$ cat config.mk
export PLATFORM = sky130hd
export DESIGN_NAME = button_conditioner
export DESIGN_NICKNAME = d
export VERILOG_FILES = /design/src/rtl/organ_pkg.sv /design/src/rtl/button_conditioner_debounce_ch.sv /design/src/rtl/button_conditioner.sv
export SDC_FILE = /design/constraint.sdc
export NUM_CORES = 1
export LEC_CHECK = 0
export BUFFER_PORTS_ARGS = -buffer_cell sky130_fd_sc_hd__buf_2
export CORE_MARGIN = 8
export CORE_UTILIZATION = 29
export CTS_BUF_LIST = sky130_fd_sc_hd__clkbuf_8
export DETAILED_ROUTE_END_ITERATION = 10
export SLEW_MARGIN = 5
export SYNTH_ARGS = -nofsm -noshare
export SYNTH_HDL_FRONTEND = slang
export SYNTH_SLANG_ARGS = --single-unit
export TNS_END_PERCENT = 100
$ cat constraint.sdc
create_clock -name slow_clk -period 5.7 [get_ports slow_clk]
set_input_delay 1.14 -clock slow_clk [delete_from_list [all_inputs] [get_ports slow_clk]]
set_output_delay 1.14 -clock slow_clk [all_outputs]
set_load 0.03 [all_outputs]
$ cat src/rtl/organ_pkg.sv
// Shared constants and bit-vector helpers for the organ front end.
package organ_pkg;

  localparam int N_BUTS          = 8;
  localparam int DEBOUNCE_CYCLES = 4;
  localparam int REPEAT_DELAY    = 16;
  localparam int REPEAT_PERIOD   = 8;
  localparam int REP_CNT_W       = 5;

  typedef logic [N_BUTS-1:0] but_vec_t;

  // Two's-complement trick isolates the lowest set bit; zero maps to zero.
  function automatic but_vec_t lowest_set(input but_vec_t v);
    return v & (~v + but_vec_t'(1));
  endfunction

  function automatic logic [3:0] popcount(input but_vec_t v);
    logic [3:0] c;
    c = '0;
    for (int i = 0; i < N_BUTS; i++) begin
      c = c + {3'b000, v[i]};
    end
    return c;
  endfunction

endpackage

$ cat src/rtl/button_conditioner_debounce_ch.sv
// Single-bit synchroniser + debouncer; rise flags the edge on which stable goes 0->1.
module debounce_ch #(
  parameter int DEBOUNCE_CYCLES = 4,
  parameter int CNT_W           = 3
) (
  input  logic slow_clk,
  input  logic rst,
  input  logic raw,
  output logic stable,
  output logic rise
);

  localparam logic [CNT_W-1:0] CNT_LAST = CNT_W'(DEBOUNCE_CYCLES - 1);

  logic             s1_q, s2_q;
  logic             stable_q, stable_d;
  logic [CNT_W-1:0] cnt_q, cnt_d;

  always_comb begin
    cnt_d    = '0;
    stable_d = stable_q;
    if (s2_q != stable_q) begin
      if (cnt_q == CNT_LAST) begin
        stable_d = s2_q;
      end else begin
        cnt_d = cnt_q + CNT_W'(1);
      end
    end
  end

  always_ff @(posedge slow_clk or posedge rst) begin
    if (rst) begin
      s1_q     <= 1'b0;
      s2_q     <= 1'b0;
      cnt_q    <= '0;
      stable_q <= 1'b0;
    end else begin
      s1_q     <= raw;
      s2_q     <= s1_q;
      cnt_q    <= cnt_d;
      stable_q <= stable_d;
    end
  end

  assign stable = stable_q;
  // Combinational so the downstream pulse is registered on the same edge as the flip.
  assign rise   = ~stable_q & stable_d;

endmodule

$ cat src/rtl/button_conditioner.sv
// Debounces 8 note keys plus ESC and serialises key presses into one-hot pulses.
// Optional auto-repeat on held keys: define BUTTON_CONDITIONER_AUTO_REPEAT_EN.
module button_conditioner
  import organ_pkg::*;
#(
  parameter int N_BUTS          = organ_pkg::N_BUTS,
  parameter int DEBOUNCE_CYCLES = organ_pkg::DEBOUNCE_CYCLES,
  parameter int CNT_W           = 3
) (
  input  logic              slow_clk,
  input  logic              rst,
  input  logic [N_BUTS-1:0] raw_buts,
  input  logic              raw_esc,
  output logic [N_BUTS-1:0] pose_buts,
  output logic              pose_esc,
  output logic [N_BUTS-1:0] stable_buts,
  output logic [3:0]        pending_cnt
);

  logic [N_BUTS:0]   raw_all, stable_all, rise_all;
  logic [N_BUTS-1:0] stable_keys, rep_rise;
  logic [N_BUTS-1:0] rise_keys, cand, pick;
  logic [N_BUTS-1:0] pending_q, pending_d;
  logic [N_BUTS-1:0] pose_buts_q, pose_buts_d;
  logic              pose_esc_q, pose_esc_d;
  logic [3:0]        pending_cnt_q, pending_cnt_d;
  logic              unused_stable_esc;

  assign raw_all = {raw_esc, raw_buts};

  for (genvar g = 0; g <= N_BUTS; g++) begin : g_ch
    debounce_ch #(
      .DEBOUNCE_CYCLES(DEBOUNCE_CYCLES),
      .CNT_W          (CNT_W)
    ) u_ch (
      .slow_clk(slow_clk),
      .rst     (rst),
      .raw     (raw_all[g]),
      .stable  (stable_all[g]),
      .rise    (rise_all[g])
    );
  end

  assign stable_keys       = stable_all[N_BUTS-1:0];
  assign unused_stable_esc = stable_all[N_BUTS];

`ifdef BUTTON_CONDITIONER_AUTO_REPEAT_EN
  localparam logic [REP_CNT_W-1:0] REP_DELAY_LAST  = REP_CNT_W'(REPEAT_DELAY - 1);
  localparam logic [REP_CNT_W-1:0] REP_PERIOD_LAST = REP_CNT_W'(REPEAT_PERIOD - 1);

  logic [REP_CNT_W-1:0] rep_cnt_q, rep_cnt_d;
  logic                 rep_arm_q, rep_arm_d;
  logic [N_BUTS-1:0]    trk_q, trk_d, tracked;
  logic                 rep_restart, rep_due;

  // One shared counter follows the lowest held key; a change of tracked key means it was released.
  always_comb begin
    tracked     = lowest_set(stable_keys);
    rep_restart = (|rise_all) || (tracked == '0) ||
                  ((trk_q != '0) && (tracked != trk_q));
    rep_due     = rep_arm_q ? (rep_cnt_q == REP_PERIOD_LAST)
                            : (rep_cnt_q == REP_DELAY_LAST);
    rep_cnt_d   = rep_cnt_q + REP_CNT_W'(1);
    rep_arm_d   = rep_arm_q;
    rep_rise    = '0;
    trk_d       = tracked;
    if (rep_restart) begin
      rep_cnt_d = '0;
      rep_arm_d = 1'b0;
    end else if (rep_due) begin
      rep_cnt_d = '0;
      rep_arm_d = 1'b1;
      rep_rise  = tracked;
    end
  end

  always_ff @(posedge slow_clk or posedge rst) begin
    if (rst) begin
      rep_cnt_q <= '0;
      rep_arm_q <= 1'b0;
      trk_q     <= '0;
    end else begin
      rep_cnt_q <= rep_cnt_d;
      rep_arm_q <= rep_arm_d;
      trk_q     <= trk_d;
    end
  end
`else
  assign rep_rise = '0;
`endif

  // ESC wins over everything queued or rising on the same edge.
  always_comb begin
    rise_keys  = rise_all[N_BUTS-1:0] | rep_rise;
    cand       = pending_q | rise_keys;
    pick       = lowest_set(cand);
    pose_esc_d = rise_all[N_BUTS];
    if (pose_esc_d) begin
      pose_buts_d = '0;
      pending_d   = '0;
    end else begin
      pose_buts_d = pick;
      pending_d   = cand & ~pick;
    end
    pending_cnt_d = popcount(pending_d);
  end

  always_ff @(posedge slow_clk or posedge rst) begin
    if (rst) begin
      pending_q     <= '0;
      pose_buts_q   <= '0;
      pose_esc_q    <= 1'b0;
      pending_cnt_q <= '0;
    end else begin
      pending_q     <= pending_d;
      pose_buts_q   <= pose_buts_d;
      pose_esc_q    <= pose_esc_d;
      pending_cnt_q <= pending_cnt_d;
    end
  end

  assign pose_buts   = pose_buts_q;
  assign pose_esc    = pose_esc_q;
  assign stable_buts = stable_keys;
  assign pending_cnt = pending_cnt_q;

endmodule

; Word level (Yosys, flattened, before mapping)
; Index checks and enable logic that the tools add are counted.
; Widths: inputs -> output; s select.
[op_classes]
n_mux = 38
addsub = 17
n_bitwise = 23
n_eq_ne = 18
[op_table]
columns = cell, n
row1 = $mux 3, 18
row2 = $add 3x1->3 const B, 9
row3 = $eq 3x2->1 const B, 9
row4 = $mux 1, 18
row5 = $add 4x1->4, 4
row6 = $and 8x8->8, 2
row7 = $mux 8, 2
row8 = $not 8->8, 2
row9 = $and 1x1->1, 9
row10 = $ne 1x1->1, 9
row11 = $not 1->1, 9
row12 = $add 8x1->8 const B, 1
row13 = $or 8x8->8, 1
row14 = $add 3x1->4, 1
row15 = $add 2x1->3, 1
row16 = $add 1x1->2, 1
[word_totals]
out_inout_bits = 21
inputBits = 11
wordCells = 136
ff_bits = 75

; Logic depth before layout (Yosys ltp)
; Gate-level depths: netlist (run 1).
[logic_depth]
ltp_word = 18
ltp_mapped = 15

; Hierarchy
; Synthesis (run 1) repeated with hierarchy kept, for this count alone.
[hier_totals]
hier_cells = 209
hier_area_um2 = 3032.9
[modules_own_cells]
columns = mod, area_each_um2, cells_per_inst, seq_area_each_um2, n_inst
row1 = debounce_ch, 235.2, 15, 150.1, 9
row2 = button_conditioner, 915.9, 74, 500.5, 1

; Worst setup path after synthesis (run 1)
; Ideal clock, no wire load.
[synth_timing]
kind = reg-to-reg
startpoint = reg g_ch[8].u_ch.cnt_q[0]
endpoint = reg pending_cnt_q[2] (netlist: pending_cnt[2])
synth_period_minus_slack_ps = 3289
n_path_buf = 1
path_slack_ps = 2411
stages_incl_launch_ff = 16
setup_time_ps = 123
required_time_ps = 5577
arrival_ps = 3166
path_cell_list = dfrtp_1 -> ha_1 -> nor2b_1 -> nand3b_1 -> inv_1 -> buf_2 -> nor3_1 -> ha_1 -> inv_1 -> fa_1 -> inv_1 -> fa_1 -> ha_1 -> inv_1 -> fa_1 -> xnor2_1
[synth_between]
elab_chain_cells = 12
[synth_rtl]
columns = item, line
row1 = start: declaration, button_conditioner_debounce_ch.sv:17  ; logic [CNT_W-1:0] cnt_q, cnt_d;
row2 = start signal: assignment, button_conditioner_debounce_ch.sv:40  ; cnt_q <= cnt_d;
row3 = $eq 3x2->1, button_conditioner_debounce_ch.sv:23  ; if (cnt_q == CNT_LAST) begin
row4 = $mux 1, button_conditioner_debounce_ch.sv:23
row5 = $mux 1, button_conditioner_debounce_ch.sv:22  ; if (s2_q != stable_q) begin
row6 = $and 1x1->1, button_conditioner_debounce_ch.sv:47  ; assign rise = ~stable_q & stable_d;
row7 = via g_ch[8].u_ch.rise, button_conditioner_debounce_ch.sv:10  ; output logic rise
row8 = $mux 8, button_conditioner.sv:98  ; if (pose_esc_d) begin
row9 = via pending_d[1], button_conditioner.sv:23  ; logic [N_BUTS-1:0] pending_q, pending_d;
row10 = $add 1x1->2, organ_pkg.sv:21  ; c = c + {3'b000, v[i]};
row11 = $add 2x1->3, organ_pkg.sv:21
row12 = $add 3x1->4, organ_pkg.sv:21
row13 = $add 4x1->4 (4 in series), organ_pkg.sv:21
row14 = via pending_cnt_d[2], button_conditioner.sv:26  ; logic [3:0] pending_cnt_q, pending_cnt_d;
row15 = end signal: assignment, button_conditioner.sv:118  ; pending_cnt_q <= pending_cnt_d;
row16 = end: declaration, button_conditioner.sv:26
; The timed path passes the listed nets, and every way through them passes these cells.

; Worst setup path after layout (run 1)
[layout_timing]
startpoint = reg g_ch[8].u_ch.cnt_q[0]
endpoint = reg pending_cnt_q[2] (netlist: pending_cnt[2])
[layout_lines]
columns = item, line
row1 = $eq 3x2->1, button_conditioner_debounce_ch.sv:23
row2 = $mux 1, button_conditioner_debounce_ch.sv:23
row3 = $mux 1, button_conditioner_debounce_ch.sv:22
row4 = $and 1x1->1, button_conditioner_debounce_ch.sv:47
row5 = $mux 8, button_conditioner.sv:98
row6 = via pending_d[3], button_conditioner.sv:23
row7 = $add 3x1->4, organ_pkg.sv:21
row8 = $add 4x1->4 (4 in series), organ_pkg.sv:21
row9 = via pending_cnt_d[2], button_conditioner.sv:26
; The timed path passes the listed nets, and every way through them passes these cells.

==> results.json, run 1 <==
{
  "outcome": "complete, no violations",
  "holdWs_ps": 349.8,
  "grtUsageMet2_pct": 12.22,
  "grt_pass1_wl_um": 8169,
  "crit_arrival_ps": 3840,
  "synth.avg_cell_area_um2": 13.84,
  "cp.required_ps": 5930,
  "muxShareOfSynthArea_pct": 2.712,
  "chipWidth_um": 116.1,
  "setup_viol": 0,
  "synth_xor_area_share_pct": 3.013,
  "r2r_slack_ps": 2090,
  "detail_route.wl_per_cell_um": 12.25,
  "h-tree-depth": 3,
  "rsz0062_at_grt": "no",
  "criticalPathCategory": "reg2reg",
  "hold_start": "g_ch[7].u_ch.s1_q$_DFF_PP0_",
  "cts_tree": "yes",
  "path_clk_slew_ps": 80,
  "cts-root-buf": "clkbuf_8",
  "period_minus_slack_ps": 3605,
  "diodes": 0,
  "setup.worst_path.start_class": "flop",
  "use_met1_pct": 9.221,
  "syn_nets": 237,
  "p_leak_uw": 0.001658,
  "num_vias": 1595,
  "route.detailed.drc": 0,
  "cts_inserted_buffers": 9,
  "dp_hpwl_um": 3490,
  "cts_hold_buffers": 0,
  "initial_utilization_pct": 29.74,
  "max_freq_ghz": 0.2774,
  "core-area_um2": 9774,
  "antenna_found_initial": 0,
  "ys_types": 31,
  "tightest_slew_ps": 653.6,
  "maxCapViolations": 0,
  "drtIter0Drc": 55,
  "io_pins": 32,
  "clk_latency_ps": 350,
  "synth_fa_ha_area_share_pct": 7.663,
  "synth-compound-area-share_pct": 3.702,
  "cts_resized": 0,
  "cts_setup_buffers": 0,
  "synth_top_family_by_area": "simple AND/OR/NAND/NOR gates",
  "grt_start_max_net_pins": 44,
  "use_met3_pct": 2.896,
  "gp_congestion": 0.7016,
  "finalMaxSlewViolations": 0,
  "first_global_vias": 1708,
  "final_cell_mix": "dfrtp_1, buf_2, nor3b_1, nor3_1",
  "grt-ovfl-total": 0,
  "synthesis.area_um2": 2907,
  "first_pass_iters": 4,
  "worstPathMaxFanout": 13,
  "ys_ff_latch": 74,
  "drive_gt1_share_pct": 25.70,
  "routed_wl_um": 4681,
  "startpoint": "g_ch[8].u_ch.cnt_q[0]$_DFF_PP0_",
  "area_growth_pct": 15.76,
  "yosysSeqAreaShare_pct": 63.71,
  "fin_nets": 271,
  "ir_worst_vdd_mv": 0.1343,
  "dieArea_um2": 13480,
  "tns_ps": 0,
  "period_share_pct": 63.25,
  "num_rows": 36,
  "layout_commonest_cell": "dfrtp_1",
  "ant_nets": 0,
  "portBuffers": 31,
  "p_per_area_nw_per_um2": 422.3,
  "finalHoldViolCount": 0,
  "fin_worst_skew_ps": 12.41,
  "die_h_um": 116.1,
  "fill_cells": 972,
  "endpoint_kind": "flop",
  "netlist_instances": 210,
  "ys_warn_count": 0,
  "cts.sinks": 74,
  "yosys.area_share.simple_pct": 15.41,
  "grt_usage_pct": 8.022,
  "r2r_start": "g_ch[8].u_ch.cnt_q[0]$_DFF_PP0_",
  "hold_path_class": "reg2reg",
  "timing.max_slew.rel_slack_pct": 56.36,
  "grt-busiest-layer": "met2",
  "clock_path_buffers": 2,
  "vias_per_cell": 4.175
}
final timing paths:
| path | to | depth (start not counted) |
|---|---|---|
| worst min register to register | g_ch[7].u_ch.s2_q$_DFF_PP0_ | 0 |
| worst min-delay path | g_ch[7].u_ch.s2_q$_DFF_PP0_ | 0 |
| worst max-delay path | pending_cnt[2]$_DFF_PP0_ | 14 |
| min in group asynchronous | g_ch[1].u_ch.s1_q$_DFF_PP0_ | 2 |
| max in group asynchronous | pose_buts[6]$_DFF_PP0_ | 3 |
| worst max register to register | pending_cnt[2]$_DFF_PP0_ | 14 |
power by group:
group	internal (uW)	switching, uW
Sequential	621	59.5
Combinational	145	204
Clock	201	191
Total	966	455
layout make-up:
cell class                 instances  area (um^2)  share of cell area, %
inverter                          12        45.04                  1.339
sequential                        74         1852                  55.04
timing repair buffer              32        162.7                  4.835
tap                              133        166.4                  4.946
clock inverter                     7        70.07                  2.083
clock buffer                       9        123.9                  3.682
multi-input combinational        115        944.7                  28.08
routing by layer:
metal  vias to the layer above  wire (um)
met1                       779       2124
li1                        780          -
met4                         0        129
met3                        12        255
met2                        24       2171
met5                         -          0
flip-flops by register name (all words and copies together) (netlist names):
signal,flops
pose_esc,1
g_ch.u_ch.s2_q,9
g_ch.u_ch.s1_q,9
g_ch.u_ch.cnt_q,27
pending_q,7
pose_buts,8
pending_cnt,4
g_ch.u_ch.stable,9
worst max-delay path: stages (launching register included):
cell and delay (ps):
dfrtp_1 360, ha_1 160, nor2b_1 260, nand3b_1 170, inv_1 330, a211oi_1 140, ha_1 300, inv_1 40
fa_1 480, inv_1 50, fa_1 480, ha_1 160, inv_1 50, fa_1 370, xnor2_1 140
kinds of logic after synthesis:
family / Yosys count
AOI/OAI and AO/OA: 14
xor gates and xnor gates: 10
DFF: 74
adders and majority gates: 16
and+or+nand+nor: 68
muxes: 7
buffers and inverters: 21
metrics by stage:
| stage | instance area [um^2] | power [uW] | utilization, % | instances | setup slack (ps) |
|---|---|---|---|---|---|
| global placement | 3171 | 1036 | 32.44 | 366 | 2223 |
| finish | 3364 | 1421 | 34.42 | 382 | 2095 |
| detailed placement | 3171 | 1050 | 32.44 | 366 | 2098 |
| global route | 3364 | 1519 | 34.42 | 382 | 1853 |
| CTS | 3364 | 1454 | 34.42 | 382 | 2059 |
| floorplan | 2907 | 991.1 | - | 210 | 2411 |
synthesized netlist by cell type:
cell type,count,area [um^2]
mux2_2,7,78.83
a21o_1,1,7.510
and4bb_4,1,16.27
xnor2_1,10,87.58
nor2_1,5,18.77
and2_2,1,7.510
a211oi_1,1,7.510
nor3_4,1,16.27
fa_1,3,60.06
nand3b_1,2,15.01
nor3b_1,17,127.6
and3b_1,1,8.760
o21ai_0,4,20.02
and2b_1,1,7.510
nand4_1,1,6.260
a31oi_1,2,12.51
dfrtp_1,74,1852
o21a_1,1,7.510
nor3_1,16,80.08
buf_4,8,60.06
nor2b_1,13,81.33
o21ba_2,1,10.01
buf_2,1,5.000
nor4_2,1,12.51
inv_1,12,45.04
and3_1,1,6.260
a2111oi_4,1,27.53
and4bb_2,2,25.02
ha_1,13,162.7
a21oi_1,3,15.01
nand2_1,5,18.77
Note: power is estimated with default switching activity, not from simulation.
==> run 2: changes to the inputs <==
- clock period: 5.7 -> 3.3 ns (I/O delays scaled with it)
==> results.json, run 2 (same netlist as run 1, synthesis figures left out) <==
{
  "outcome": "finished, violations left",
  "violations": "setup timing",
  "setup_viol": 1,
  "p_comb_share_pct": 27.9,
  "drive_gt1_share_pct": 34.60,
  "clock_path_buffers": 2,
  "rsz0062_at_grt": "yes",
  "clock_power_share_pct": 24.6,
  "tns_ps": -7.168,
  "clk_latency_ps": 340,
  "layout_commonest_cell": "dfrtp_1",
  "p_per_area_nw_per_um2": 703.7,
  "ir_worst_vdd_mv": 0.2523,
  "tightest_slew_ps": 736.0,
  "path_clk_slew_ps": 70,
  "largest-register": "g_ch.u_ch.cnt_q",
  "criticalPathCategory": "reg2reg",
  "dieArea_um2": 13480,
  "portBuffers": 31,
  "worstPathMaxFanout": 3,
  "setup.worst_path.start_class": "flop",
  "first_pass_iters": 4,
  "num_vias": 1633,
  "finalMaxSlewViolations": 0,
  "grt_usage_pct": 8.289,
  "period_share_pct": 100.2,
  "routed_wl_um": 4881,
  "cp.required_ps": 3540,
  "area_growth_pct": 20.79,
  "crit_arrival_ps": 3540,
  "p_int_uw": 1688,
  "first_global_vias": 1793,
  "initial_utilization_pct": 29.74,
  "grt_start_max_net_pins": 42,
  "dp_hpwl_um": 3567,
  "layout_setup_ws_ps": -7.168,
  "cts.sinks": 74,
  "cts_hold_buffers": 0,
  "total_power_uw": 2471,
  "max_freq_ghz": 0.3024,
  "largest_reg_flops": 27,
  "cts-root-buf": "clkbuf_8",
  "final_cell_mix": "dfrtp_1, buf_2, nor3b_1, nor3_1, buf_4",
  "fill_cells": 969,
  "die_h_um": 116.1,
  "detail_route.wl_per_cell_um": 12.33,
  "antenna_found_initial": 0,
  "period_minus_slack_ps": 3307,
  "vias_per_cell": 4.124,
  "final_util_pct": 35.92,
  "grt-ovfl-total": 0,
  "chipWidth_um": 116.1,
  "route.detailed.drc": 0,
  "fin_worst_skew_ps": 7.224,
  "io_pins": 32,
  "diodes": 0,
  "drtIter0Drc": 25,
  "p_leak_uw": 0.001737,
  "endpoint_kind": "flop",
  "gp_congestion": 0.7061,
  "cts_inserted_buffers": 9,
  "switchingPower_uw": 782.7,
  "num_rows": 36,
  "cts_tree": "yes",
  "core-area_um2": 9774,
  "h-tree-depth": 3,
  "fin_nets": 286,
  "seqPwrFrac_pct": 47.6,
  "ant_nets": 0,
  "grt_pass1_wl_um": 8466,
  "timing.max_slew.rel_slack_pct": 50.86,
  "swShare_pct": 31.68,
  "finalHoldViolCount": 0,
  "maxCapViolations": 0,
  "hold_path_class": "reg2reg"
}
-- run 2: repair_timing --
action	in CTS	in global routing
gates resized for setup	4	12
cloned	0	0
setup buffers	3	1
pin swaps	1	6
endpoints found under the setup margin	2	2
-- run 2: worst max-delay path, stage by stage (launching register included) --
cell      delay, ps
dfrtp_1         390
ha_2            180
and4bb_2        250
nor3_4          190
a211oi_2        100
ha_1            280
inv_1            40
fa_1            480
inv_1            50
fa_1            480
ha_2            180
inv_2            40
fa_2            510
inv_1            30
-- run 2: layout make-up --
type	instances	area (um^2)	area share (%)
Sequential cell	74	1852	52.74
Multi-Input combinational cell	115	988.4	28.15
Timing Repair Buffer	47	287.8	8.197
Tap cell	133	166.4	4.740
Clock buffer	11	151.4	4.312
Inverter	12	45.04	1.283
Clock inverter	4	20.02	0.5702
-- run 2: final timing paths --
check,from,cells past startpoint,end,slack (ps)
worst max register to register,g_ch[0].u_ch.cnt_q[0]$_DFF_PP0_,13,pending_cnt[1]$_DFF_PP0_,-7
worst min-delay path,g_ch[7].u_ch.s1_q$_DFF_PP0_,0,g_ch[7].u_ch.s2_q$_DFF_PP0_,350
max in group asynchronous,rst,3,pending_cnt[1]$_DFF_PP0_,2200
worst max-delay path,g_ch[0].u_ch.cnt_q[0]$_DFF_PP0_,13,pending_cnt[1]$_DFF_PP0_,-7
worst min register to register,g_ch[7].u_ch.s1_q$_DFF_PP0_,0,g_ch[7].u_ch.s2_q$_DFF_PP0_,350
min in group asynchronous,rst,2,g_ch[7].u_ch.cnt_q[0]$_DFF_PP0_,450
-- run 2: power groups by stage --
stage               Sequential [uW]  Combinational, uW  Clock, uW
floorplan                      1190                518          0
global placement               1180                648          0
detailed placement             1190                665          0
CTS                            1180                691        641
global route                   1200                781        676
finish                         1170                689        607
-- run 2: through the flow --
step	cells	worst slack, ps	area [um^2]	hold WS [ps]
2_1_floorplan	210	11.00	2907	331.2
3_3_place_gp	377	17.32	3266	332.2
3_5_place_dp	377	-62.53	3266	334.7
4_1_cts	395	-42.94	3470	351.4
5_1_grt	396	-134.4	3511	358.0
6_report	396	-7.168	3511	349.1
-- run 2: metal layers --
| layer | GRT usage [%] | up-vias | wire (um) |
|---|---|---|---|
| met4 | 3.371 | 0 | 75 |
| met1 | 9.198 | 798 | 2118 |
| met3 | 4.188 | 6 | 276 |
| met5 | 0 | - | 0 |
| met2 | 13.26 | 23 | 2410 |
| li1 | - | 806 | - |
